--- src/rtl/ycbcr_pkg.sv ---
// Shared constants for the RGB -> BT.601 studio-range YCbCr converter.
// The coefficients are Q0.10 fixed point. Rows are Y, Cb, Cr; columns are R, G, B.
package ycbcr_pkg;

  localparam int unsigned FRAC  = 10;
  localparam int unsigned ACC_W = 23;
  localparam int unsigned KW    = 10;
  localparam int unsigned ROUND = 512;
  localparam int unsigned Y_OFF = 64;
  localparam int unsigned C_OFF = 512;

  localparam logic [KW-1:0] K_YR  = 10'd263;
  localparam logic [KW-1:0] K_YG  = 10'd516;
  localparam logic [KW-1:0] K_YB  = 10'd100;
  localparam logic [KW-1:0] K_CBR = 10'd152;
  localparam logic [KW-1:0] K_CBG = 10'd298;
  localparam logic [KW-1:0] K_CBB = 10'd450;
  localparam logic [KW-1:0] K_CRR = 10'd450;
  localparam logic [KW-1:0] K_CRG = 10'd377;
  localparam logic [KW-1:0] K_CRB = 10'd73;

  typedef enum logic {
    PH_EVEN = 1'b0,
    PH_ODD  = 1'b1
  } phase_e;

endpackage

--- src/rtl/ycc_sat.sv ---
// Shifts one signed fixed-point accumulator down by FRAC bits.
// It then clamps the result to the unsigned range of a DW-bit pixel.
module ycc_sat import ycbcr_pkg::*; #(
  parameter int unsigned FRAC = 10,
  parameter int unsigned DW   = 10
) (
  input  logic signed [ACC_W-1:0] acc,
  output logic        [DW-1:0]    pix
);

  localparam logic signed [ACC_W-1:0] PIX_MAX = ACC_W'((1 << DW) - 1);

  logic signed [ACC_W-1:0] shifted;

  always_comb begin
    shifted = acc >>> FRAC;
    if (shifted < 0)
      pix = '0;
    else if (shifted > PIX_MAX)
      pix = '1;
    else
      pix = shifted[DW-1:0];
  end

endmodule

--- src/rtl/rgb2ycbcr.sv ---
// Three-stage RGB -> YCbCr converter: products, then sums, then clamp and register.
// A 4:2:2 chroma stream is produced using the even/odd phase that travels with each pixel.
module rgb2ycbcr import ycbcr_pkg::*; #(
  parameter int unsigned FRAC = 10,
  parameter int unsigned DW   = 10
) (
  input  logic          clk,
  input  logic          rst,
  input  logic [DW-1:0] R,
  input  logic [DW-1:0] G,
  input  logic [DW-1:0] B,
  input  logic          data_valid_in,
  input  logic          sol,
  output logic [DW-1:0] Y,
  output logic [DW-1:0] Cb,
  output logic [DW-1:0] Cr,
  output logic [DW-1:0] C422,
  output logic          c422_is_cr,
  output logic          data_valid_out
);

  localparam int unsigned PW = DW + KW;
  localparam logic signed [ACC_W-1:0] Y_BASE = ACC_W'((Y_OFF << FRAC) + ROUND);
  localparam logic signed [ACC_W-1:0] C_BASE = ACC_W'((C_OFF << FRAC) + ROUND);
  localparam logic [KW-1:0] COEF [9] = '{K_YR, K_YG, K_YB, K_CBR, K_CBG, K_CBB,
                                         K_CRR, K_CRG, K_CRB};

  function automatic logic signed [ACC_W-1:0] ext(input logic [PW-1:0] p);
    return ACC_W'(p);
  endfunction

  // Stage 1 state. The pixel phase is resolved here and travels with the products.
  phase_e          phase;
  phase_e          pix_phase;
  phase_e          ph1;
  phase_e          ph2;
  logic            v1;
  logic            v2;
  logic [DW-1:0]   comp [9];
  logic [PW-1:0]   prod [9];

  // Stage 2 state
  logic signed [ACC_W-1:0] acc_y,  acc_cb,  acc_cr;
  logic signed [ACC_W-1:0] sum_y,  sum_cb,  sum_cr;
  logic        [DW-1:0]    y_sat,  cb_sat,  cr_sat;

  always_comb begin
    pix_phase = sol ? PH_EVEN : phase;
    comp = '{R, G, B, R, G, B, R, G, B};
  end

  always_ff @(posedge clk or negedge rst) begin
    if (!rst) begin
      phase <= PH_EVEN;
      ph1   <= PH_EVEN;
      v1    <= 1'b0;
      for (int unsigned i = 0; i < 9; i++) prod[i] <= '0;
    end else begin
      v1 <= data_valid_in;
      if (data_valid_in) begin
        phase <= (pix_phase == PH_EVEN) ? PH_ODD : PH_EVEN;
        ph1   <= pix_phase;
        for (int unsigned i = 0; i < 9; i++)
          prod[i] <= PW'(COEF[i]) * PW'(comp[i]);
      end else if (sol) begin
        phase <= PH_EVEN;
      end
    end
  end

  always_comb begin
    sum_y  = Y_BASE + ext(prod[0]) + ext(prod[1]) + ext(prod[2]);
    sum_cb = C_BASE - ext(prod[3]) - ext(prod[4]) + ext(prod[5]);
    sum_cr = C_BASE + ext(prod[6]) - ext(prod[7]) - ext(prod[8]);
  end

  always_ff @(posedge clk or negedge rst) begin
    if (!rst) begin
      v2     <= 1'b0;
      ph2    <= PH_EVEN;
      acc_y  <= '0;
      acc_cb <= '0;
      acc_cr <= '0;
    end else begin
      v2 <= v1;
      if (v1) begin
        ph2    <= ph1;
        acc_y  <= sum_y;
        acc_cb <= sum_cb;
        acc_cr <= sum_cr;
      end
    end
  end

  ycc_sat #(.FRAC(FRAC), .DW(DW)) u_sat_y  (.acc(acc_y),  .pix(y_sat));
  ycc_sat #(.FRAC(FRAC), .DW(DW)) u_sat_cb (.acc(acc_cb), .pix(cb_sat));
  ycc_sat #(.FRAC(FRAC), .DW(DW)) u_sat_cr (.acc(acc_cr), .pix(cr_sat));

  always_ff @(posedge clk or negedge rst) begin
    if (!rst) begin
      data_valid_out <= 1'b0;
      Y              <= '0;
      Cb             <= '0;
      Cr             <= '0;
      C422           <= '0;
      c422_is_cr     <= 1'b0;
    end else begin
      data_valid_out <= v2;
      if (v2) begin
        Y          <= y_sat;
        Cb         <= cb_sat;
        Cr         <= cr_sat;
        C422       <= (ph2 == PH_ODD) ? cr_sat : cb_sat;
        c422_is_cr <= (ph2 == PH_ODD);
      end
    end
  end

endmodule

--- config.mk ---
export PLATFORM = sky130hd
export DESIGN_NAME = rgb2ycbcr
export DESIGN_NICKNAME = d
export VERILOG_FILES = /design/src/rtl/ycbcr_pkg.sv /design/src/rtl/ycc_sat.sv /design/src/rtl/rgb2ycbcr.sv
export SDC_FILE = /design/constraint.sdc
export NUM_CORES = 1
export LEC_CHECK = 0
export ABC_AREA = 0
export ABC_CLOCK_PERIOD_IN_PS = 8500
export CAP_MARGIN = 10
export CORE_UTILIZATION = 55
export DETAILED_ROUTE_END_ITERATION = 6
export DONT_BUFFER_PORTS = 1
export PLACE_DENSITY_LB_ADDON = 0.2
export SLEW_MARGIN = 40
export SYNTH_ARGS = -nofsm -noshare
export SYNTH_HDL_FRONTEND = slang
export SYNTH_HIERARCHICAL = 1
export SYNTH_SLANG_ARGS = --single-unit
--- constraint.sdc ---
create_clock -name clk -period 8.5 [get_ports clk]
set_clock_uncertainty 0.1 [all_clocks]
set_input_delay 1.275 -clock clk [delete_from_list [all_inputs] [get_ports clk]]
set_output_delay 1.275 -clock clk [all_outputs]
set_load 0.01 [all_outputs]
==> out/results.ini, run 1 <==
[sta]
fin_crit_ns=5.25
finalHoldViolations=0
setup_viol=0
fin_ws_ns=3.25
post-route-period-util=0.618
worst_slew_pin_slew_ns=0.707
timing.slew.headroom=0.525
rsz0062_at_grt=no
max_freq_ghz=0.190
final.setup.tns_ns=0
drv_slew=0

[run_status]
outcome=completed

[place]
portBuffers=0
dp_slack_ns=3.08
dp_hpwl_mm=40.2
routabilityCongestion=0.874

[clocking]
cts_buffer_depth=3
post_cts_buffers=0
path_clk_slew_ns=0.06
clock_latency_ns=0.57
clock_sinks=227
cts_hold_buf=0
cts_tree=done
ctsResizeCount=0
cts_root_buf=clkbuf_16
cts_buffers=27
cts_max_level=1

[floorplan]
die_h_um=200
floorplan.rows=72
core_um2=38700
die_x_um=200
ios=76
dieArea_um2=40200
start_util=0.559

[job]
cap_violations=0

[global_routing]
grt_pass1_wl_mm=81.0
grt_usage=0.255
grt_use_met1=0.340
antenna_found_initial=3
grt_pass1_vias=15300
use_met2=0.435
top_usage_layer=met2
gr-total-overflow=0
grt_max_degree=228
grtUsageMet3=0.0299

[setup_path]
ff2ff_setup_slack_ns=3.25
reg2reg_depth=20
critPathKind=register to register
arrival_ns=5.58
required_ns=8.83
critPathLaunchType=register
r2r_end=acc_cr[19]
critPathCaptureType=register
r2r_start=prod[25]
path_max_fanout=4

[power_and_ir_drop]
leakage_nw=11.7
ir_worst_vdd_uv=296
p_sw_mw=4.59
cellInternalPower_mw=5.17
clkPwrFrac=0.129
power_density_nw_per_um2=423
pwr-share-seq=0.194
switching_share=0.470
comb_power_share=0.677

[routing]
dr.first_iter.drc_count=700
num_vias=15100
ant_nets=0
wirelength_mm=50.4
drtPass1Iterations=5
wl_per_cell_um=18.7
drc=0
avgViaCountPerCell=5.61

[cells_and_area]
areaGrowthSynthToFinish_pct=6.39
drive_gt1_frac=0.0979
antenna_cells=0
final_nets=2705

[logic_synthesis]
synth_nets=2728
yosys_warnings=6
synthCells=2178
syn_area_um2=21700
avgSynthCellArea_um2=9.95

[hold_path]
min_path_type=primary input to asynchronous set/reset pin

registers in the layout, summed over array words and instances, names as in the netlist, 10 cells and up:
| register | cells |
|---|---|
| Cb | 10 |
| acc_y | 12 |
| prod | 142 |
| C422 | 10 |
| Y | 10 |
| acc_cr | 13 |
| acc_cb | 13 |
| Cr | 10 |
power groups by stage:
stage | combinational, mW | sequential (mW) | clock [mW]
after floorplan | 5.06 | 1.75 | 0
after global placement | 6.36 | 1.91 | 0
after detailed placement | 6.51 | 1.92 | 0
after CTS | 6.57 | 1.90 | 1.28
after global routing | 7.34 | 1.95 | 1.32
final | 6.60 | 1.90 | 1.26
critical path, cell delays in order (launching register included):
cell and delay [ns]:
dfrtp_1 0.36, inv_1 0.19, ha_1 0.28, ha_1 0.35, a21o_1 0.23, a221oi_1 0.32
o31ai_1 0.19, o21ai_0 0.34, nand2b_1 0.10, a21oi_1 0.28, o21bai_1 0.10, a21oi_1 0.18
xnor2_1 0.23, ha_1 0.36, a21o_1 0.22, nor3_1 0.20, o211ai_1 0.25, a41o_1 0.35
nor3_2 0.23, xor2_1 0.17, a21oi_1 0.08
layout make-up:
type | count | area (µm²)
clock buffer | 33 | 758
clock inverter | 16 | 211
fill | 3298 | 15700
inverter | 338 | 1270
multi-input combinational | 1559 | 14500
sequential | 227 | 5680
tap | 518 | 648
timing repair buffer | 2 | 15.0
per-stage QoR:
step | cell area [µm²] | cells | hold WS, ns | util | total power [mW]
after floorplan | 21700 | 2178 | 0.252 | - | 6.81
after global placement | 22100 | 2644 | 0.380 | 0.570 | 8.27
after detailed placement | 22100 | 2644 | 0.384 | 0.570 | 8.43
after CTS | 23000 | 2693 | 0.278 | 0.595 | 9.75
after global routing | 23000 | 2693 | 0.283 | 0.595 | 10.6
final | 23000 | 2693 | 0.303 | 0.595 | 9.75
metal layers:
| metal | vias to the layer above | share of wire |
|---|---|---|
| met4 | 0 | 0.029 |
| met3 | 66 | 0.036 |
| met2 | 264 | 0.48 |
| li1 | 7374 | - |
| met5 | - | 0 |
| met1 | 7391 | 0.45 |
worst max path at each step:
stage | cells past startpoint | start | slack [ns] | to
2_1_floorplan | 16 | G[4] | 3.33 | prod[37]
3_3_place_gp | 16 | G[4] | 3.12 | prod[37]
3_5_place_dp | 16 | G[4] | 3.08 | prod[37]
4_1_cts | 20 | prod[25] | 3.38 | acc_cr[19]
5_1_grt | 20 | prod[25] | 2.99 | acc_cr[19]
6_report | 20 | prod[25] | 3.25 | acc_cr[19]
cell usage in the layout, fill, tap and decap left out, types with 11 or more instances in the layout:
master / instances
o211ai_1: 12
a21o_1: 57
clkbuf_16: 27
nor2b_1: 13
nor2_1: 118
nor3_2: 31
xnor2_1: 83
o21bai_1: 28
o21ai_1: 12
ha_1: 396
o21a_1: 14
nand3_1: 21
o31ai_1: 16
a21oi_1: 111
nor3_1: 18
mux2_2: 109
dfrtp_1: 226
a31oi_1: 11
nand2_1: 109
o21ai_0: 82
fa_1: 120
or3_1: 15
inv_1: 338
xor2_1: 40
mux2i_1: 22
Power figures use the tool's default switching activity.
==> inputs of run 2 (changes only) <==
--- a/config.mk
+++ b/config.mk
@@ -6,7 +6,7 @@
 export NUM_CORES = 1
 export LEC_CHECK = 0
 export ABC_AREA = 0
-export ABC_CLOCK_PERIOD_IN_PS = 8500
+export ABC_CLOCK_PERIOD_IN_PS = 5100
 export CAP_MARGIN = 10
 export CORE_UTILIZATION = 55
 export DETAILED_ROUTE_END_ITERATION = 6
==> constraint.sdc (replaced) <==
create_clock -name clk -period 5.1 [get_ports clk]
set_clock_uncertainty 0.1 [all_clocks]
set_input_delay 0.765 -clock clk [delete_from_list [all_inputs] [get_ports clk]]
set_output_delay 0.765 -clock clk [all_outputs]
set_load 0.01 [all_outputs]
==> run 2 against run 1 <==
The flow now finishes with violations (negative hold slack). Sequential power is 67% higher. Flip-flop and latch count stayed put. Combinational power is 67% higher. Critical endpoint unchanged.
==> out/results.ini, run 2 (same netlist as run 1, synthesis figures left out) <==
[run_status]
outcome=finished with violations
violations=negative hold slack

[global_routing]
top_usage_layer=met2
gr-total-overflow=0
grt_use_met1=0.346
grt_usage=0.252
antenna_found_initial=0
grtUsageMet3=0.0265
grt_pass1_wl_mm=80.1
grt_pass1_vias=14900
use_met2=0.424
grt_max_degree=228

[floorplan]
floorplan.rows=72
ios=76
die_h_um=200
die_x_um=200
core_um2=38700
start_util=0.559
dieArea_um2=40200

[hold_path]
min_path_type=primary input to asynchronous set/reset pin

[setup_path]
required_ns=5.42
critPathKind=register to register
arrival_ns=5.19
critPathLaunchType=register
critPathCaptureType=register
path_max_fanout=4

[routing]
drtPass1Iterations=5
ant_nets=0
num_vias=14900
avgViaCountPerCell=5.52
wl_per_cell_um=18.3
dr.first_iter.drc_count=807
wirelength_mm=49.5
drc=0

[clocking]
path_clk_slew_ns=0.06
cts_buffers=26
cts_max_level=1
cts_root_buf=clkbuf_16
clock_latency_ns=0.55
ctsResizeCount=0
post_cts_buffers=0
clock_sinks=227
cts_buffer_depth=3
cts_tree=done

[sta]
fin_crit_ns=4.87
final.setup.tns_ns=0
rsz0062_at_grt=no
timing.slew.headroom=0.445
fin_hold_ws_ns=-0.186
post-route-period-util=0.956
drv_slew=0
max_freq_ghz=0.205
finalHoldViolations=224
setup_viol=0
worst_slew_pin_slew_ns=0.833

[cells_and_area]
design_area_um2=22900
finalNonFillerCells=2695
top_register=prod
layout_commonest_cell=ha_1
reg_top3=prod x142, acc_cb x13, acc_cr x13
drive_gt1_frac=0.0956
final_nets=2707
mostFrequentLayoutCells=ha_1, inv_1, dfrtp_1, fa_1, nor2_1
largest_reg_flops=142
areaGrowthSynthToFinish_pct=5.91

[job]
cap_violations=0

[place]
routabilityCongestion=0.879
portBuffers=0
dp_cells=2647
dpl_cell_area_um2=22100
dp_hpwl_mm=39.7

[power_and_ir_drop]
ir_worst_vdd_uv=569
power_density_nw_per_um2=695
leakage_nw=11.7
power_mw=16.0

-- run 2: path summary, 6_finish.rpt --
kind                          startpoint          to  slack (ns)  depth (start not counted)
min in group clk           data_valid_in          v1        0.19                          0
max in group asynchronous            rst  acc_cr[11]        4.39                          0
min reg2reg                     prod[12]    prod[12]        0.39                          2
max                             prod[22]  acc_cr[19]        0.23                         20
max reg2reg                     prod[22]  acc_cr[19]        0.23                         20
min                                  rst     C422[4]       -0.19                          0
-- run 2: final cells by class --
cell class | count | area, µm²
Timing Repair Buffer | 5 | 37.5
Inverter | 338 | 1270
Fill cell | 3296 | 15800
Antenna cell | 1 | 2.50
Multi-Input combinational cell | 1559 | 14500
Sequential cell | 227 | 5690
Clock buffer | 42 | 801
Clock inverter | 5 | 38.8
Tap cell | 518 | 648
-- run 2: worst max-delay path: stages (launching register included) --
cell and delay [ns]:
dfrtp_1 0.37, inv_1 0.07, ha_1 0.35, ha_1 0.31, a21o_1 0.15, a21oi_1 0.30
o31ai_1 0.19, o21ai_0 0.27, nand2b_1 0.09, a21oi_1 0.25, o21bai_1 0.13, a21oi_1 0.22
xnor2_1 0.19, ha_1 0.33, a21o_1 0.21, nor3_1 0.16, o211ai_1 0.23, a41o_1 0.34
nor3_2 0.23, xor2_1 0.19, a21oi_1 0.08
-- run 2: stage by stage --
stage               setup slack [ns]  utilization
floorplan                      0.441            -
global placement               0.238        0.570
detailed placement             0.200        0.571
CTS                            0.314        0.592
global route                  0.0153        0.592
finish                         0.227        0.592
-- run 2: power by group --
group | switching (mW) | total (mW) | leakage [nW] | internal, mW
Sequential | 0.664 | 3.17 | 2.68 | 2.51
Combinational | 6.13 | 11.0 | 8.57 | 4.82
Clock | 0.762 | 1.83 | 0.412 | 1.07
Total | 7.56 | 16.0 | 11.7 | 8.40
-- run 2: routing by layer --
layer | wire (µm) | part of all wire
met1 | 23000 | 0.47
met5 | 0 | 0
met2 | 23500 | 0.48
met4 | 1470 | 0.030
met3 | 1410 | 0.028
